==> src/rtl/alu_div_pkg.sv <==
// Shared definitions for the sequential MIPS32 divider: state encoding,
// default operand width and the iteration-counter width.
package alu_div_pkg;

  localparam int DIV_WIDTH = 32;

  // Counter must be able to hold the value WIDTH itself.
  function automatic int cnt_width(input int w);
    return $clog2(w) + 1;
  endfunction

  localparam int DIV_CNT_W = cnt_width(DIV_WIDTH);

  typedef enum logic [1:0] {
    S_IDLE = 2'd0,
    S_RUN  = 2'd1,
    S_DONE = 2'd2
  } div_state_e;

endpackage

==> src/rtl/div_seq_unit_if.sv <==
// Request/result bundle between the datapath controller (master) and the
// sequential divider (slave).
interface div_seq_unit_if #(
  parameter int WIDTH = alu_div_pkg::DIV_WIDTH
);
  logic             start;
  logic             signed_op;
  logic [WIDTH-1:0] A;
  logic [WIDTH-1:0] B;
  logic             busy;
  logic             done;
  logic [WIDTH-1:0] quotient;
  logic [WIDTH-1:0] remainder;
  logic             divByZero;
  logic             overflowDiv;

  modport master (
    output start, signed_op, A, B,
    input  busy, done, quotient, remainder, divByZero, overflowDiv
  );

  modport slave (
    input  start, signed_op, A, B,
    output busy, done, quotient, remainder, divByZero, overflowDiv
  );
endinterface

==> src/rtl/div_step.sv <==
// One restoring-division step: shift the next dividend bit into the partial
// remainder, subtract the divisor and keep the difference if it is non-negative.
module div_step #(
  parameter int WIDTH = 32
) (
  input  logic [WIDTH:0]   rem_i,
  input  logic             bit_i,
  input  logic [WIDTH-1:0] divisor_i,
  output logic [WIDTH:0]   rem_o,
  output logic             q_o
);

  logic [WIDTH:0] shifted;
  logic [WIDTH:0] trial;
  logic           unused_rem_msb;

  // The partial remainder is always below the divisor, so its top bit is
  // zero and WIDTH+1 bits are enough for a sign-correct trial.
  assign unused_rem_msb = rem_i[WIDTH];
  assign shifted        = {rem_i[WIDTH-1:0], bit_i};
  assign trial          = shifted - {1'b0, divisor_i};
  assign q_o            = ~trial[WIDTH];
  assign rem_o          = q_o ? trial : shifted;

endmodule

==> src/rtl/div_seq_unit.sv <==
// Multi-cycle restoring divider for MIPS32 div/divu; drives HI/LO results.
// Define DIV_SIGNED_EN to honour signed_op (sign fix-up and overflowDiv).
module div_seq_unit
  import alu_div_pkg::*;
#(
  parameter int WIDTH = DIV_WIDTH
) (
  input logic           clk,
  input logic           rst,
  div_seq_unit_if.slave bus
);

  localparam int             CW      = cnt_width(WIDTH);
  localparam logic [CW-1:0]  LAST    = CW'(WIDTH - 1);
  localparam logic [WIDTH-1:0] MIN_NEG = {1'b1, {(WIDTH-1){1'b0}}};

  div_state_e       state_q, state_d;
  logic [CW-1:0]    cnt_q, cnt_d;
  logic [WIDTH:0]   rem_q, rem_d;
  logic [WIDTH-1:0] qacc_q, qacc_d;
  logic [WIDTH-1:0] dvsr_q, dvsr_d;
  logic             neg_quo_q, neg_quo_d;
  logic             neg_rem_q, neg_rem_d;
  logic [WIDTH-1:0] quotient_q, quotient_d;
  logic [WIDTH-1:0] remainder_q, remainder_d;
  logic             dbz_q, dbz_d;
  logic             ovf_q, ovf_d;

  logic             sgn;
  logic             a_neg, b_neg;
  logic [WIDTH-1:0] a_mag, b_mag;
  logic             is_dbz, is_ovf;
  logic [WIDTH:0]   step_rem;
  logic             step_q;
  logic [WIDTH-1:0] q_next;
  logic             busy, done;
  logic             unused_step_msb;

`ifdef DIV_SIGNED_EN
  assign sgn = bus.signed_op;
`else
  logic unused_signed_op;
  assign unused_signed_op = bus.signed_op;
  assign sgn              = 1'b0;
`endif

  // Divide on magnitudes; the most negative value maps onto 2^(WIDTH-1).
  assign a_neg  = sgn & bus.A[WIDTH-1];
  assign b_neg  = sgn & bus.B[WIDTH-1];
  assign a_mag  = a_neg ? -bus.A : bus.A;
  assign b_mag  = b_neg ? -bus.B : bus.B;
  assign is_dbz = (bus.B == '0);
  assign is_ovf = sgn && (bus.A == MIN_NEG) && (bus.B == '1);

  div_step #(.WIDTH(WIDTH)) u_step (
    .rem_i     (rem_q),
    .bit_i     (qacc_q[WIDTH-1]),
    .divisor_i (dvsr_q),
    .rem_o     (step_rem),
    .q_o       (step_q)
  );

  assign q_next          = {qacc_q[WIDTH-2:0], step_q};
  assign unused_step_msb = step_rem[WIDTH];

  always_comb begin
    state_d     = state_q;
    cnt_d       = cnt_q;
    rem_d       = rem_q;
    qacc_d      = qacc_q;
    dvsr_d      = dvsr_q;
    neg_quo_d   = neg_quo_q;
    neg_rem_d   = neg_rem_q;
    quotient_d  = quotient_q;
    remainder_d = remainder_q;
    dbz_d       = dbz_q;
    ovf_d       = ovf_q;
    busy        = 1'b0;
    done        = 1'b0;

    case (state_q)
      S_IDLE: begin
        if (bus.start) begin
          busy  = 1'b1;
          dbz_d = 1'b0;
          ovf_d = 1'b0;
          if (is_dbz) begin
            quotient_d  = '1;
            remainder_d = bus.A;
            dbz_d       = 1'b1;
            state_d     = S_DONE;
          end else if (is_ovf) begin
            quotient_d  = MIN_NEG;
            remainder_d = '0;
            ovf_d       = 1'b1;
            state_d     = S_DONE;
          end else begin
            rem_d     = '0;
            qacc_d    = a_mag;
            dvsr_d    = b_mag;
            neg_quo_d = a_neg ^ b_neg;
            neg_rem_d = a_neg;
            cnt_d     = '0;
            state_d   = S_RUN;
          end
        end
      end

      S_RUN: begin
        busy   = 1'b1;
        rem_d  = step_rem;
        qacc_d = q_next;
        cnt_d  = cnt_q + CW'(1);
        // Results are committed on the last step so they are valid with done.
        if (cnt_q == LAST) begin
          quotient_d  = neg_quo_q ? -q_next : q_next;
          remainder_d = neg_rem_q ? -step_rem[WIDTH-1:0] : step_rem[WIDTH-1:0];
          state_d     = S_DONE;
        end
      end

      S_DONE: begin
        done    = 1'b1;
        state_d = S_IDLE;
      end

      default: state_d = S_IDLE;
    endcase
  end

  always_ff @(posedge clk or posedge rst) begin
    if (rst) begin
      state_q     <= S_IDLE;
      cnt_q       <= '0;
      rem_q       <= '0;
      qacc_q      <= '0;
      dvsr_q      <= '0;
      neg_quo_q   <= 1'b0;
      neg_rem_q   <= 1'b0;
      quotient_q  <= '0;
      remainder_q <= '0;
      dbz_q       <= 1'b0;
      ovf_q       <= 1'b0;
    end else begin
      state_q     <= state_d;
      cnt_q       <= cnt_d;
      rem_q       <= rem_d;
      qacc_q      <= qacc_d;
      dvsr_q      <= dvsr_d;
      neg_quo_q   <= neg_quo_d;
      neg_rem_q   <= neg_rem_d;
      quotient_q  <= quotient_d;
      remainder_q <= remainder_d;
      dbz_q       <= dbz_d;
      ovf_q       <= ovf_d;
    end
  end

  assign bus.busy        = busy;
  assign bus.done        = done;
  assign bus.quotient    = quotient_q;
  assign bus.remainder   = remainder_q;
  assign bus.divByZero   = dbz_q;
  assign bus.overflowDiv = ovf_q;

endmodule

==> src/flat_wrapper.sv <==
// flat-port wrapper written by rule: the top's interface ports become plain ports
module div_seq_unit_flat import alu_div_pkg::*;
#(
  parameter int WIDTH = DIV_WIDTH
)
  (clk, rst, bus_start, bus_signed_op, bus_A, bus_B, bus_busy, bus_done, bus_quotient, bus_remainder, bus_divByZero, bus_overflowDiv);
  div_seq_unit_if #(.WIDTH(WIDTH)) bus_i ();
  input logic clk;
  input logic rst;
  input wire logic [$bits(bus_i.start)-1:0] bus_start;
  input wire logic [$bits(bus_i.signed_op)-1:0] bus_signed_op;
  input wire logic [$bits(bus_i.A)-1:0] bus_A;
  input wire logic [$bits(bus_i.B)-1:0] bus_B;
  output wire logic [$bits(bus_i.busy)-1:0] bus_busy;
  output wire logic [$bits(bus_i.done)-1:0] bus_done;
  output wire logic [$bits(bus_i.quotient)-1:0] bus_quotient;
  output wire logic [$bits(bus_i.remainder)-1:0] bus_remainder;
  output wire logic [$bits(bus_i.divByZero)-1:0] bus_divByZero;
  output wire logic [$bits(bus_i.overflowDiv)-1:0] bus_overflowDiv;
  assign bus_i.start = bus_start;
  assign bus_i.signed_op = bus_signed_op;
  assign bus_i.A = bus_A;
  assign bus_i.B = bus_B;
  assign bus_busy = bus_i.busy;
  assign bus_done = bus_i.done;
  assign bus_quotient = bus_i.quotient;
  assign bus_remainder = bus_i.remainder;
  assign bus_divByZero = bus_i.divByZero;
  assign bus_overflowDiv = bus_i.overflowDiv;
  div_seq_unit #(.WIDTH(WIDTH)) u_core (.clk(clk), .rst(rst), .bus(bus_i));
endmodule
==> config.mk <==
export PLATFORM = sky130hd
export DESIGN_NAME = div_seq_unit_flat
export DESIGN_NICKNAME = d
export VERILOG_FILES = /design/src/rtl/alu_div_pkg.sv /design/src/rtl/div_seq_unit_if.sv /design/src/rtl/div_step.sv /design/src/rtl/div_seq_unit.sv /design/src/flat_wrapper.sv
export SDC_FILE = /design/constraint.sdc
export NUM_CORES = 1
export LEC_CHECK = 0
export CAP_MARGIN = 20
export CORE_MARGIN = 2
export CORE_UTILIZATION = 60
export CTS_CLUSTER_SIZE = 10
export DETAILED_ROUTE_END_ITERATION = 10
export PLACE_DENSITY = 0.94
export REMOVE_ABC_BUFFERS = 1
export SLEW_MARGIN = 10
export SYNTH_ARGS = -nofsm -noshare
export SYNTH_HDL_FRONTEND = slang
export SYNTH_HIERARCHICAL = 1
export SYNTH_SLANG_ARGS = --single-unit
==> constraint.sdc <==
create_clock -name clk -period 8.9 [get_ports clk]
set_input_delay 1.335 -clock clk [delete_from_list [all_inputs] [get_ports clk]]
set_output_delay 1.335 -clock clk [all_outputs]
set_load 0.1 [all_outputs]
-- Word level (Yosys, flattened, before mapping)
Cells that the tools add are included.
- bits in registers: 169
- input bits: 68
- muxes and demuxes: 26
- add/subtract/negate cells: 2
- reduce and logical (&&, ||, !) cells: 8
- bitwise gates (word level): 2
- eq/ne operators: 7
- operators by type and width (kind ; count):
    32-bit 2-to-1 mux ; 11
    32-bit case mux with 2 select lines ; 4
    33-bit by 32-bit subtractor with 33-bit output ; 1
    32-bit zero test ; 1
    6-bit 2-to-1 mux ; 2
    6-bit case mux with 2 select lines ; 1
    6-bit by 1-bit adder with 6-bit output (second input constant) ; 1
    6-bit by 5-bit equality test with 1-bit output (second input constant) ; 1
    2-bit 2-to-1 mux ; 3
    3-bit AND reduction ; 2
    2-bit by 1-bit inequality test with 1-bit output (second input constant) ; 2
    2-bit inequality test (second input constant) ; 2
    2-bit case mux with 2 select lines ; 1
    2-bit AND reduction ; 2
    4-bit AND reduction ; 1
    1-bit 2-to-1 mux ; 3
    2-bit by 1-bit equality test with 1-bit output (second input constant) ; 1
    2-bit equality test (second input constant) ; 1
    2-bit zero test ; 1
    1-bit NOT ; 2
    1-bit case mux with 2 select lines ; 1
    2-bit nonzero test ; 1

-- Longest topological paths before layout
- depth in word-level cells: 4
- gate-level depth with buffers: 18

-- Modules after synthesis
Netlist, hierarchy kept.
- modules (own cells, without submodules) (module ; seq. area each (um^2) ; times used ; area an instance (um^2) ; cells each):
    div_seq_unit ; 4254.1 ; 1 ; 7081.8 ; 558
    div_step ; 0.0 ; 1 ; 2323.5 ; 344

-- Worst setup path after synthesis
OpenSTA, ideal clock, no wires.
- kind: input port to output port
- start: in bus_start
- end: out bus_busy
- setup slack: 4941 ps
- stages: 2
- arrival: 2624 ps
- path buffers: 0
- cell sequence: nor2_1 -> nor2_1
- longest elaborated chain between the ends: 2
- ends and longest elaborated chain (what ; line ; RTL):
    start, declared ; flat_wrapper.sv:10 ; input wire logic [$bits(bus_i.start)-1:0] bus_start;
    1-bit 2-to-1 mux ; div_seq_unit.sv:83 ; if (bus.start) begin
    1-bit case mux with 2 select lines ; div_seq_unit.sv:81 ; case (state_q)
    end, declared ; flat_wrapper.sv:14 ; output wire logic [$bits(bus_i.busy)-1:0] bus_busy;
No other way between the ends.

-- Final worst setup path
- start: reg u_core.qacc_q[31]
- end: reg u_core.remainder_q[19] (netlist: u_core/bus.remainder[19])
- longest elaborated chain between the ends: 4
- ends and longest elaborated chain (what ; line ; RTL):
    start, declared ; div_seq_unit.sv:20 ; logic [WIDTH-1:0] qacc_q, qacc_d;
    start signal, assigned ; div_seq_unit.sv:148 ; qacc_q <= qacc_d;
    33-bit by 32-bit subtractor with 33-bit output ; div_step.sv:21 ; assign trial = shifted - {1'b0, divisor_i};
    32-bit 2-to-1 mux ; div_step.sv:23 ; assign rem_o = q_o ? trial : shifted;
    named net u_core.step_rem[19] ; div_seq_unit.sv:33 ; logic [WIDTH:0] step_rem;
    32-bit 2-to-1 mux ; div_seq_unit.sv:115 ; if (cnt_q == LAST) begin
    32-bit case mux with 2 select lines ; div_seq_unit.sv:81 ;
    end signal, assigned ; div_seq_unit.sv:153 ; remainder_q <= remainder_d;
    end, declared ; div_seq_unit.sv:25 ; logic [WIDTH-1:0] remainder_q, remainder_d;
The timed path passes the listed nets, and every way through them passes these cells. The select of a mux whose other input is x is not followed.
A chain may end at the register's enable or synchronous reset.

==> run summary <==
Result of the run: completed
Total inserted antenna cells: 0
Number of fillers in the final layout: 1,017
Class of the most critical hold timing path: reg -> reg
Area of the die: 16,600 sq um
Routability congestion estimate from global placement: 0.950
Number of buffers inserted by post-CTS setup repair: 0
Nature of the critical path endpoint: register
Worst reg2reg setup slack: 4.36 ns
RSZ-0062 raised after global routing: no
Die width: 129 um
Routed via count divided by cell count: 6.43
Most common cell on crit path: sky130_fd_sc_hd__ha_1
Post-detail-place hpwl: 16,000 um
Startpoint class of the critical path: register
Met3 global-route usage: 0.0536
Post-Synthesis Cell Area: 9370 sq um
Worst Max-Slew Pin Slew: 1.07 ns
Met2 Track Usage GR: 0.453
Final count of pins violating max slew: 0
Number of placement rows: 45
Die Span Y: 129 um
Gate count of the mapped netlist: 900
GR Util met1: 0.433
Period minus WS final: 4.54 ns
Total Neg Setup Slack: 0 ns
Max clock buf depth: 2
Number of global-route vias before repair: 7,390
First-pass iteration count of the detailed router: 8
Required time of the worst setup path: 9.26 ns
Relative slew margins: 0.285
R2R Path Start: u_core/qacc_q[31]
Largest driver fanout on the critical path: 38
Synth-to-layout area growth: 21.1%
Hold-fix buffers, CTS: 0
Number of ports placed on the die boundary: 136
Average detailed-routed wire length per instance: 19.8 um
Leading cell types in the layout, fill and taps excluded: 169 x sky130_fd_sc_hd__dfrtp_1, 133 x sky130_fd_sc_hd__clkdlybuf4s50_1, 94 x sky130_fd_sc_hd__nand2_1
Largest incremental delay on the critical path: 0.49 ns
Initial DRC count: 903
Overall fraction of global-route tracks in use: 0.299
Per-instance average area after synthesis: 10.4 sq um
Number of buffer cells added on primary ports: 133
Starting utilization of the core area: 0.614
Worst Path Class, Setup: reg -> reg
Share of the clock period used by the worst path after layout: 0.510
CTS H-Tree Depth: 4
Share of final-layout standard cells stronger than drive strength 1: 0.113
Clock Latency Late Sink: 0.43 ns
Count of endpoints failing hold in the final timing report: 0
Worst-path cell with the longest stage delay: sky130_fd_sc_hd__o311ai_0
Routing layer with the top usage in global route: met2
Maximum number of pins on one net before global-route repair: 112
Critical Path Source: u_core/qacc_q[31]
Capturing element of the worst setup path: u_core/bus.remainder[19]
Std-Cell Core Area: 15,300 sq um
Number of CTS-inserted buffers: 17
Clock root buffer master: sky130_fd_sc_hd__clkbuf_16
Worst endpoint data arrival time: 4.90 ns
Most common library cell in the layout ignoring fill and taps: sky130_fd_sc_hd__dfrtp_1
Setup skew after layout: 0.00756 ns
DRC violations left: 0
Antenna violations before repair: 0
Global-route wire length before repair: 39,100 um
Critical path, cell by cell: inv_1 > ha_1 > fa_1 > nor2b_1 > o2111ai_1 > a31oi_1 > o21ba_1 > a21oi_1 > or2_2 > o21ai_0 > ha_1 > buf_4 > nand2_1 > o311ai_0 > o221a_1
Number of resized instances in the post-cts repair step: 0
Overflow after GRT: 0
Reg2Reg Capture Point: u_core/bus.remainder[19]
Final net count: 1,103
CTS clock-pin slew for the worst setup and hold paths: 0.07 ns
Number of vias in the routed layout: 7,871
Setup violations, final: 0
Fmax: 220 MHz
Sink count of the clock tree: 169
Total detailed-routing wirelength: 24,200 um
MaxCap Viol Count: 0
CTS tree: done
Number of warnings printed during yosys synthesis: 6
Cells on worst reg2reg path: 15
Count of antenna-violating nets left after detailed routing: 0
state kept, by name, indices dropped and copies added, names as in the netlist:
register              count
u_core/bus.quotient      32
u_core/bus.remainder     32
u_core/state_q            2
u_core/dvsr_q            32
u_core/qacc_q            32
u_core/rem_q             32
u_core/cnt_q              6
u_core/bus.divByZero      1
how the worst min path moves through the flow:
stage / from / end / slack, ns / cells past startpoint
2_1_floorplan: u_core/qacc_q[9] / u_core/bus.quotient[10] / 0.45 / 2
4_1_cts: u_core/bus.divByZero / u_core/bus.divByZero / 0.49 / 2
3_5_place_dp: u_core/bus.divByZero / u_core/bus.divByZero / 0.47 / 2
6_report: u_core/dvsr_q[10] / u_core/dvsr_q[10] / 0.49 / 1
5_1_grt: u_core/dvsr_q[7] / u_core/dvsr_q[7] / 0.51 / 1
3_3_place_gp: u_core/bus.divByZero / u_core/bus.divByZero / 0.46 / 2
layout make-up:
type / count / area [sq um] / area share
multi-input combinational: 622 / 4600 / 0.405
sequential: 169 / 4230 / 0.372
timing repair buffer: 143 / 1440 / 0.127
clock buffer: 20 / 457 / 0.0402
tap: 211 / 264 / 0.0233
clock inverter: 12 / 188 / 0.0165
inverter: 47 / 181 / 0.0160
worst max-delay path, delay by kind of cell (launching register included):
kind | cells | cell delay, ns
buffers and inverters | 2 | 0.47
adder cells (fa/ha/maj) | 3 | 0.89
AND/OR/NAND/NOR | 3 | 0.61
AO/OA/AOI/OAI | 7 | 2.01
flip-flops | 1 | 0.47
layer usage:
metal | part of all wire | wire [um]
met1 | 0.43 | 10300
met2 | 0.46 | 11100
met3 | 0.092 | 2220
met4 | 0.026 | 622
met5 | 0 | 0
metrics by stage:
stage	hold slack (ns)	setup WS, ns	instance area [sq um]	std cells	utilization
after floorplan	0.453	2.99	8990	838	-
after global placement	0.464	4.33	10700	1189	0.698
after detailed placement	0.473	4.28	10700	1189	0.698
after CTS	0.491	4.22	11300	1221	0.741
after global routing	0.514	4.01	11400	1224	0.744
final	0.491	4.36	11400	1224	0.744
Power is left out: the tool's default activity adds up to more than one toggle a clock period on the data nets, which glitch-free logic cannot reach.
